<file path="src/rtl/eggtimer_pkg.sv">
// Shared types and constants for the egg-timer sequencing controller.
package eggtimer_pkg;

    // Controller states, 3-bit encoding.
    typedef enum logic [2:0] {
        ST_IDLE  = 3'd0,
        ST_LOAD  = 3'd1,
        ST_RUN   = 3'd2,
        ST_PAUSE = 3'd3,
        ST_DONE  = 3'd4
    } state_t;

    // Largest tens digit of the seconds field (59 -> 00).
    localparam logic [3:0] BCD_SEC_TENS_MAX = 4'd5;
    // Largest value of any BCD digit.
    localparam logic [3:0] BCD_DIGIT_MAX    = 4'd9;

    // True when all four mm:ss digits are zero.
    function automatic logic bcd_all_zero(input logic [3:0] d0, input logic [3:0] d1,
                                          input logic [3:0] d2, input logic [3:0] d3);
        return (d0 == 4'd0) && (d1 == 4'd0) && (d2 == 4'd0) && (d3 == 4'd0);
    endfunction

endpackage

</file>
<file path="src/rtl/eggtimer_ctrl_bcd_prog_reg.sv">
// Two-digit BCD register with increment and clear. The tens digit wraps
// after TENS_MAX, so the same block serves seconds (00..59) and minutes (00..99).
module bcd_prog_reg
    import eggtimer_pkg::*;
#(
    parameter logic [3:0] TENS_MAX = BCD_DIGIT_MAX
) (
    input  logic       clk,
    input  logic       reset,
    input  logic       inc,
    input  logic       clr,
    output logic [3:0] ones,
    output logic [3:0] tens
);

    logic [3:0] ones_reg;
    logic [3:0] tens_reg;

    // Clear wins over increment; the increment wraps to 00 without carrying out.
    always_ff @(posedge clk or negedge reset) begin
        if (!reset) begin
            ones_reg <= 4'd0;
            tens_reg <= 4'd0;
        end else if (clr) begin
            ones_reg <= 4'd0;
            tens_reg <= 4'd0;
        end else if (inc) begin
            if (ones_reg == BCD_DIGIT_MAX) begin
                ones_reg <= 4'd0;
                tens_reg <= (tens_reg == TENS_MAX) ? 4'd0 : tens_reg + 4'd1;
            end else begin
                ones_reg <= ones_reg + 4'd1;
            end
        end
    end

    assign ones = ones_reg;
    assign tens = tens_reg;

endmodule

</file>
<file path="src/rtl/eggtimer_ctrl.sv">
// Egg-timer sequencing controller: owns the programmed cook time, loads and
// gates the countdown datapath, detects 00:00 and drives a timed 1 Hz alarm.
module eggtimer_ctrl
    import eggtimer_pkg::*;
#(
    parameter int ALARM_SECS  = 10,
    parameter int ALARM_CNT_W = 4
) (
    input  logic       clk,
    input  logic       reset,
    input  logic       pulse_1s,
    input  logic       btn_start_stop,
    input  logic       btn_clear,
    input  logic       btn_inc_sec,
    input  logic       btn_inc_min,
    input  logic [3:0] cnt_sec,
    input  logic [3:0] cnt_tsec,
    input  logic [3:0] cnt_min,
    input  logic [3:0] cnt_tmin,
    output logic [3:0] prog_sec,
    output logic [3:0] prog_tsec,
    output logic [3:0] prog_min,
    output logic [3:0] prog_tmin,
    output logic       ctr_load,
    output logic       timer_on,
    output logic       alarm,
    output logic       running
);

    localparam logic [ALARM_CNT_W-1:0] ALARM_LAST = ALARM_CNT_W'(ALARM_SECS - 1);

    state_t                 state_reg;
    state_t                 state_next;
    logic                   ctr_load_reg;
    logic                   alarm_reg;
    logic                   running_reg;
    logic [ALARM_CNT_W-1:0] alarm_cnt_reg;

    logic cnt_zero;
    logic prog_zero;
    logic any_btn;
    logic prog_clr;
    logic prog_inc_sec;
    logic prog_inc_min;

    assign cnt_zero  = bcd_all_zero(cnt_sec, cnt_tsec, cnt_min, cnt_tmin);
    assign prog_zero = bcd_all_zero(prog_sec, prog_tsec, prog_min, prog_tmin);
    assign any_btn   = btn_start_stop | btn_clear | btn_inc_sec | btn_inc_min;

    // Programmed time is only edited in IDLE; clear beats start_stop beats inc.
    assign prog_clr     = (state_reg == ST_IDLE) & btn_clear;
    assign prog_inc_sec = (state_reg == ST_IDLE) & ~btn_clear & ~btn_start_stop & btn_inc_sec;
    assign prog_inc_min = (state_reg == ST_IDLE) & ~btn_clear & ~btn_start_stop & btn_inc_min;

    bcd_prog_reg #(.TENS_MAX(BCD_SEC_TENS_MAX)) u_prog_sec (
        .clk   (clk),
        .reset (reset),
        .inc   (prog_inc_sec),
        .clr   (prog_clr),
        .ones  (prog_sec),
        .tens  (prog_tsec)
    );

    bcd_prog_reg #(.TENS_MAX(BCD_DIGIT_MAX)) u_prog_min (
        .clk   (clk),
        .reset (reset),
        .inc   (prog_inc_min),
        .clr   (prog_clr),
        .ones  (prog_min),
        .tens  (prog_tmin)
    );

    // Next-state decode; clear has the highest priority in every active state.
    always_comb begin
        state_next = state_reg;
        case (state_reg)
            ST_IDLE: begin
                if (!btn_clear && btn_start_stop && !prog_zero) begin
                    state_next = ST_LOAD;
                end
            end
            ST_LOAD: begin
                state_next = ST_RUN;
            end
            ST_RUN: begin
                if (btn_clear) begin
                    state_next = ST_IDLE;
                end else if (btn_start_stop) begin
                    state_next = ST_PAUSE;
                end else if (cnt_zero) begin
                    state_next = ST_DONE;
                end
            end
            ST_PAUSE: begin
                if (btn_clear) begin
                    state_next = ST_IDLE;
                end else if (btn_start_stop) begin
                    state_next = ST_RUN;
                end
            end
            ST_DONE: begin
                if (any_btn) begin
                    state_next = ST_IDLE;
                end else if (pulse_1s && (alarm_cnt_reg == ALARM_LAST)) begin
                    state_next = ST_IDLE;
                end
            end
            default: begin
                state_next = ST_IDLE;
            end
        endcase
    end

    // State register with outputs registered from the next state so they line up with it.
    always_ff @(posedge clk or negedge reset) begin
        if (!reset) begin
            state_reg     <= ST_IDLE;
            ctr_load_reg  <= 1'b0;
            running_reg   <= 1'b0;
            alarm_reg     <= 1'b0;
            alarm_cnt_reg <= '0;
        end else begin
            state_reg    <= state_next;
            ctr_load_reg <= (state_next != ST_LOAD);
            running_reg  <= (state_next == ST_RUN);
            if (state_next != ST_DONE) begin
                alarm_reg     <= 1'b0;
                alarm_cnt_reg <= '0;
            end else if ((state_reg == ST_DONE) && pulse_1s) begin
                alarm_reg     <= ~alarm_reg;
                alarm_cnt_reg <= alarm_cnt_reg + ALARM_CNT_W'(1);
            end
        end
    end

    // Countdown only ticks while running and never wraps past 00:00.
    assign timer_on = (state_reg == ST_RUN) & ~cnt_zero;
    assign ctr_load = ctr_load_reg;
    assign running  = running_reg;
    assign alarm    = alarm_reg;

endmodule

</file>
<file path="config.mk">
export PLATFORM = sky130hd
export DESIGN_NAME = eggtimer_ctrl
export DESIGN_NICKNAME = d
export VERILOG_FILES = /design/src/rtl/eggtimer_pkg.sv /design/src/rtl/eggtimer_ctrl_bcd_prog_reg.sv /design/src/rtl/eggtimer_ctrl.sv
export SDC_FILE = /design/constraint.sdc
export NUM_CORES = 1
export LEC_CHECK = 0
export CAP_MARGIN = 5
export CORE_UTILIZATION = 35
export CTS_CLUSTER_SIZE = 28
export DETAILED_ROUTE_END_ITERATION = 8
export GPL_TIMING_DRIVEN = 0
export PLACE_DENSITY_LB_ADDON = 0.25
export SLEW_MARGIN = 5
export SYNTH_ARGS = -nofsm -noshare
export SYNTH_HDL_FRONTEND = slang
export SYNTH_SLANG_ARGS = --single-unit
</file>
<file path="constraint.sdc">
create_clock -name clk -period 1.87 [get_ports clk]
set_input_delay 0.187 -clock clk [delete_from_list [all_inputs] [get_ports clk]]
set_output_delay 0.187 -clock clk [all_outputs]
set_load 0.02 [all_outputs]
</file>
==> results.txt, run 1 <==
Leak Pwr - 0.857 nW
Final setup viols - 0
Yosys reg bits - 26
Pre-antenna DRT Iters - 4
Port Buffers - 41
Skew final - 0.00480 ns
Max Cap Viol - 0
Largest net degree at the start of global routing - 27
Post-DP Area - 1990 sq um
Combinational fraction of design power - 0.384
Post-synth top area cell - dfrtp_1
Peak VDD IR - 0.596 mV
Die X - 67.9 microns
Synth Area in Simple Gates - 0.325
Initial DRC Count - 50
Via/cell ratio - 5.18
Reg power frac - 0.430
Area of the die - 4600 sq um
Worst-Margin Slew - 0.581 ns
Routed Antenna Nets - 0
Nets - 237
Final Non-Filler Cells - 260
Ant diodes - 0
FP Rows - 23
Final instance area - 2120 sq um
Clock buffer count from CTS - 3
CTS Sinks - 26
Critical Path End Type - output pin
Via count - 1,348
Kind of start point of the critical path - input pin
Top-area cell type share of the netlist area - 0.429
Htree depth - 1
Fin crit share - 0.985
Syn_nets - 186
Share of cells above drive strength 1 - 0.119
Commonest non-fill, non-tap cells in the layout - clkdlybuf4s50_1 (38), dfrtp_1 (25), nor2_1 (15), nand2_1 (14), a21oi_1 (13)
P_int - 1.07 mW
Commonest non-fill, non-tap cell in the layout - clkdlybuf4s50_1
Grt total ovfl - 0
Count of final hold-check violations - 0
Clk_lat worst skew - 0.26 ns
Die Y - 67.9 microns
P_sw - 598 uW
Worst path max stage delay - 0.55 ns
Bufs on Longest Clock Path - 2
Power Dens Cells - 786 nW/um^2
DP HPWL - 2.63 mm
Synth Area in Adders - 0.0165
Synth unique cells - 40
WHS - 0.320 ns
Io pins - 43
Placer Congestion - 0.749
Outcome - complete, no violations
Synth Area in Compound Gates - 0.109
Synth area leaders - dfrtp_1 (43%), a21oi_1 (4.6%), nor2_1 (4.0%)
Synth-to-layout area growth - 39.6%
Max Fanout on Critical Path - 2
Crit Path Class - input pin to output pin
Cell Area, Synth - 1520 sq um
Vias in the first global route - 1,235
Syn Area/Cell - 9.43 sq um
Clock transition at path regs - 0.09 ns
All-Layer GR Usage - 0.167
Critical-path cell list - clkdlybuf4s50_1 > or4_4 > nor2_4 > and3_4 > nor4_1 > buf_2
Crit-path slowest cell - or4_4
RSZ-0062 raised after global routing - yes
Syn. warnings - 0
DR DRC count - 0
Initial Util - 0.371
CTS tree - done
Hold WC Path Type - input pin to flop
Synth Area in XOR/XNOR - 0.0635
Relative max-transition margin - 0.612
Main combinational cell family by area after synthesis - simple AND/OR/NAND/NOR gates
TNS Setup - 0 ns
Final min period - 1.84 ns
Critical Path AT - 1.65 ns
Switching share of power - 0.359
Clock tree root buffer cell - clkbuf_8
Syn Inst Count - 161
DR WL/cell - 14.1 microns
Clock Power Share - 0.186
Final wirelength - 3.66 mm
Antenna violations before repair - 0
Data required, critical path - 1.68 ns
Core area - 4090 sq um
Final Max Slew Viols - 0
Seq/Total Area, Yosys - 0.429
Fmax - 543 MHz
Dpl cells - 252
First-pass GRT wire length - 5.82 mm
Post-synthesis mux area share - 0.0132
## per-layer routing
metal  track usage  vias to the layer above  share of wire
met4        0.0313                        0         0.0063
li1              -                      686              -
met3        0.0350                        2          0.016
met1         0.220                      646           0.47
met5             0                        -              0
met2         0.283                       14           0.51
## final timing paths
path                           startpoint                  to  slack, ns  cells after the start
setup / recovery               cnt_min[2]            timer_on       0.03                      6
hold / removal             btn_start_stop            ctr_load       0.32                      2
setup reg to reg             state_reg[2]  u_prog_sec.tens[1]       0.04                      5
hold reg to reg                     alarm               alarm       0.56                      2
max in group asynchronous           reset        state_reg[1]       1.01                      2
min in group asynchronous           reset  u_prog_sec.tens[1]       0.45                      2
## stage by stage
stage	util	setup WS [ns]	power, mW
finish	0.518	0.0282	1.67
global route	0.518	-0.0341	1.78
CTS	0.507	0.0134	1.66
detailed placement	0.487	-0.839	1.32
global placement	0.487	-0.786	1.31
floorplan	-	0.0253	1.07
## kinds of logic (layout without fill, tap and decap cells)
| logic type | Yosys count | in the layout |
|---|---|---|
| simple gates | 80 | 80 |
| compound gates | 27 | 27 |
| flops | 26 | 26 |
| buf+inv | 13 | 62 |
| xor+xnor | 11 | 11 |
| fa+ha+maj | 2 | 2 |
| mux | 2 | 2 |
## critical path, delay by kind of cell
kind / cells / cell delay (ns)
simple gates: 4 / 0.90
buf+inv: 2 / 0.56
## cell usage after synthesis
library cell / number
o21ai_0: 3
and4_1: 1
nor4bb_1: 1
inv_1: 6
a21oi_1: 14
o32ai_1: 2
and3_1: 2
nand2_1: 14
nor3b_1: 2
or4bb_1: 1
xor2_1: 6
a211o_1: 1
nand3b_1: 3
or3_1: 3
nor4_1: 8
a311oi_1: 1
buf_4: 1
a31oi_1: 2
xnor2_1: 5
o31ai_1: 2
nand4b_1: 1
nor4b_1: 2
or4_4: 1
and2_1: 1
nor4_4: 2
a221oi_1: 1
ha_1: 2
nand2b_1: 2
nor4_2: 1
nand3_1: 3
nor2_1: 16
clkbuf_1: 4
or4_1: 2
nand4_1: 6
dfrtp_1: 26
a41oi_1: 1
buf_6: 2
nor2b_1: 7
mux2i_1: 2
and3b_1: 1
## cell type report
cell class | count | area, sq um
plain buffers | 5 | 35.0
clock buffers | 3 | 41.3
fillers | 406 | 1970
inverters | 6 | 22.5
multi-input cells | 122 | 847
flip-flops and latches | 26 | 652
well taps | 50 | 62.6
repair buffers | 48 | 458
## what timing repair did
action,CTS,global route
pin swaps,4,6
setup endpoints to repair,16,11
gates resized for setup,11,9
hold buffers,0,1
setup buffers,4,2
hold endpoints to repair,0,26
## power groups by stage
stage / Combinational (mW) / Clock (mW) / Sequential (mW)
finish: 0.640 / 0.310 / 0.716
detailed placement: 0.629 / 0 / 0.688
global route: 0.706 / 0.346 / 0.730
floorplan: 0.337 / 0 / 0.728
CTS: 0.623 / 0.325 / 0.713
global placement: 0.620 / 0 / 0.689
(Power assumes the default switching activity.)
==> inputs of run 2 (changes only) <==
--- a/config.mk
+++ b/config.mk
@@ -11,6 +11,7 @@
 export DETAILED_ROUTE_END_ITERATION = 8
 export GPL_TIMING_DRIVEN = 0
 export PLACE_DENSITY_LB_ADDON = 0.25
+export SKIP_LAST_GASP = 1
 export SLEW_MARGIN = 5
 export SYNTH_ARGS = -nofsm -noshare
 export SYNTH_HDL_FRONTEND = slang
==> results of run 2 <==
Same layout as run 1: the final DEF is identical, and so are final timing and power.
==> inputs of run 3 (changes only) <==
--- a/config.mk
+++ b/config.mk
@@ -5,7 +5,8 @@
 export SDC_FILE = /design/constraint.sdc
 export NUM_CORES = 1
 export LEC_CHECK = 0
-export CAP_MARGIN = 5
+export CAP_MARGIN = 20
+export CORE_MARGIN = 10
 export CORE_UTILIZATION = 35
 export CTS_CLUSTER_SIZE = 28
 export DETAILED_ROUTE_END_ITERATION = 8
==> run 3 against run 2 <==
Cell area is 4.0% higher. Setup slack better by 0.010 ns. Sequential cell count stayed put. Sequential power hardly changed. Final cell count is 3.8% higher.
==> results.txt, run 3 (same netlist as run 1, synthesis figures left out) <==
Share of cells above drive strength 1 - 0.177
Final Non-Filler Cells - 270
Final wirelength - 4.20 mm
Count of final hold-check violations - 0
Clock tree root buffer cell - clkbuf_8
FF-to-FF Start - u_prog_sec.ones[1]
Max Cap Viol - 0
Placer Congestion - 0.746
Clock buffer count from CTS - 3
Final setup viols - 0
Power Dens Cells - 777 nW/um^2
Htree depth - 1
Dpl cells - 254
Via/cell ratio - 5.18
Initial Util - 0.371
Outcome - complete, no violations
Clk_lat worst skew - 0.27 ns
Grt total ovfl - 0
Routed Antenna Nets - 0
P_sw - 626 uW
Final Max Slew Viols - 0
Antenna violations before repair - 0
Leak Pwr - 0.898 nW
Critical Path End Type - flop
Crit Path Class - flop to flop
Skew final - 0.00278 ns
Ant diodes - 0
Pre-antenna DRT Iters - 4
Combinational fraction of design power - 0.394
R2R Setup Slk - 0.04 ns
CTS Sinks - 26
First-pass GRT wire length - 6.71 mm
Reg power frac - 0.420
RR Endpoint - u_prog_sec.tens[2]
Data required, critical path - 2.05 ns
RSZ-0062 raised after global routing - yes
Commonest non-fill, non-tap cell in the layout - clkdlybuf4s50_1
Vias in the first global route - 1,322
Peak VDD IR - 0.427 mV
WHS - 0.291 ns
Post-DP Area - 2020 sq um
Final instance area - 2200 sq um
Fin crit share - 0.980
Area of the die - 7370 sq um
Core area - 4090 sq um
Commonest non-fill, non-tap cells in the layout - clkdlybuf4s50_1 (39), dfrtp_1 (22), buf_4 (15), nor2_1 (14), nand2_1 (14)
Kind of start point of the critical path - flop
Die X - 85.9 microns
R2r worst-path depth - 4
Bufs on Longest Clock Path - 2
Io pins - 43
TNS Setup - 0 ns
DP HPWL - 3.13 mm
FP Rows - 23
Largest net degree at the start of global routing - 16
Die Y - 85.9 microns
Via count - 1,399
Switching share of power - 0.366
Fill count - 387
Tot Pwr - 1.71 mW
Hold WC Path Type - input pin to asynchronous set/reset pin
DR WL/cell - 15.6 microns
Relative max-transition margin - 0.596
Nets - 247
Initial DRC Count - 55
All-Layer GR Usage - 0.108
CTS tree - done
Critical Path AT - 2.01 ns
Clock transition at path regs - 0.09 ns
Worst-Margin Slew - 0.603 ns
Clock Power Share - 0.186
Synth-to-layout area growth - 45.1%
P_int - 1.08 mW
DR DRC count - 0
Port Buffers - 41
Fmax - 546 MHz
Max Fanout on Critical Path - 6
Final min period - 1.83 ns
run 3: cell count changes in the layout (fill, tap and decap cells not counted), sizes merged:
cell	before	now
dlygate4sd3	1	0
buf	10	20
clkdlybuf4s50	38	39
run 3: per-stage QoR:
step                worst slack, ns  utilization
finish                       0.0383        0.539
global route                -0.0547        0.539
CTS                        -0.00282        0.510
detailed placement           -0.679        0.495
global placement             -0.805        0.487
floorplan                    0.0253            -
run 3: layout make-up:
type | count | area [sq um] | share of cell area
buffer | 5 | 36.3 | 0.0165
sequential | 26 | 656 | 0.298
timing repair buffer | 58 | 548 | 0.249
inverter | 6 | 22.5 | 0.0102
tap | 50 | 62.6 | 0.0284
multi-input combinational | 122 | 836 | 0.380
clock buffer | 3 | 41.3 | 0.0188
run 3: metal layers:
layer  track usage  routed length [microns]  vias to the layer above
met2         0.180                     2150                       17
met3        0.0388                      214                        2
met1         0.130                     1820                      669
met5             0                        0                        -
li1              -                        -                      711
met4        0.0210                       19                        0
run 3: power by group through the flow:
| stage | clock network (mW) | logic (mW) | registers (mW) |
|---|---|---|---|
| 6_report | 0.318 | 0.673 | 0.719 |
| 5_1_grt | 0.357 | 0.733 | 0.734 |
| 4_1_cts | 0.330 | 0.628 | 0.717 |
| 3_5_place_dp | 0 | 0.649 | 0.691 |
| 3_3_place_gp | 0 | 0.632 | 0.689 |
| 2_1_floorplan | 0 | 0.337 | 0.728 |
run 3: what timing repair did:
| item | in CTS | in global routing |
|---|---|---|
| hold buffers | 0 | 0 |
| resized for setup | 9 | 13 |
| buffers inserted | 3 | 12 |
| pin swaps | 4 | 5 |
| endpoints found under the setup margin | 13 | 15 |
run 3: worst max-delay path by stage:
| stage | slack [ns] | end | start | depth (start not counted) |
|---|---|---|---|---|
| 4_1_cts | -0.003 | u_prog_sec.tens[2] | state_reg[0] | 5 |
| 2_1_floorplan | 0.03 | u_prog_sec.tens[2] | state_reg[2] | 6 |
| 6_report | 0.04 | u_prog_sec.tens[2] | u_prog_sec.ones[1] | 4 |
| 3_5_place_dp | -0.68 | u_prog_min.ones[0] | btn_clear | 5 |
| 5_1_grt | -0.05 | u_prog_sec.tens[2] | u_prog_sec.ones[1] | 4 |
| 3_3_place_gp | -0.80 | u_prog_sec.ones[2] | btn_clear | 4 |
run 3: critical path, cell delays in order (launching register included):
cell and delay, ns:
dfrtp_2 0.46, or4bb_4 0.56, nor4_4 0.40, a21oi_2 0.09, a311oi_1 0.24
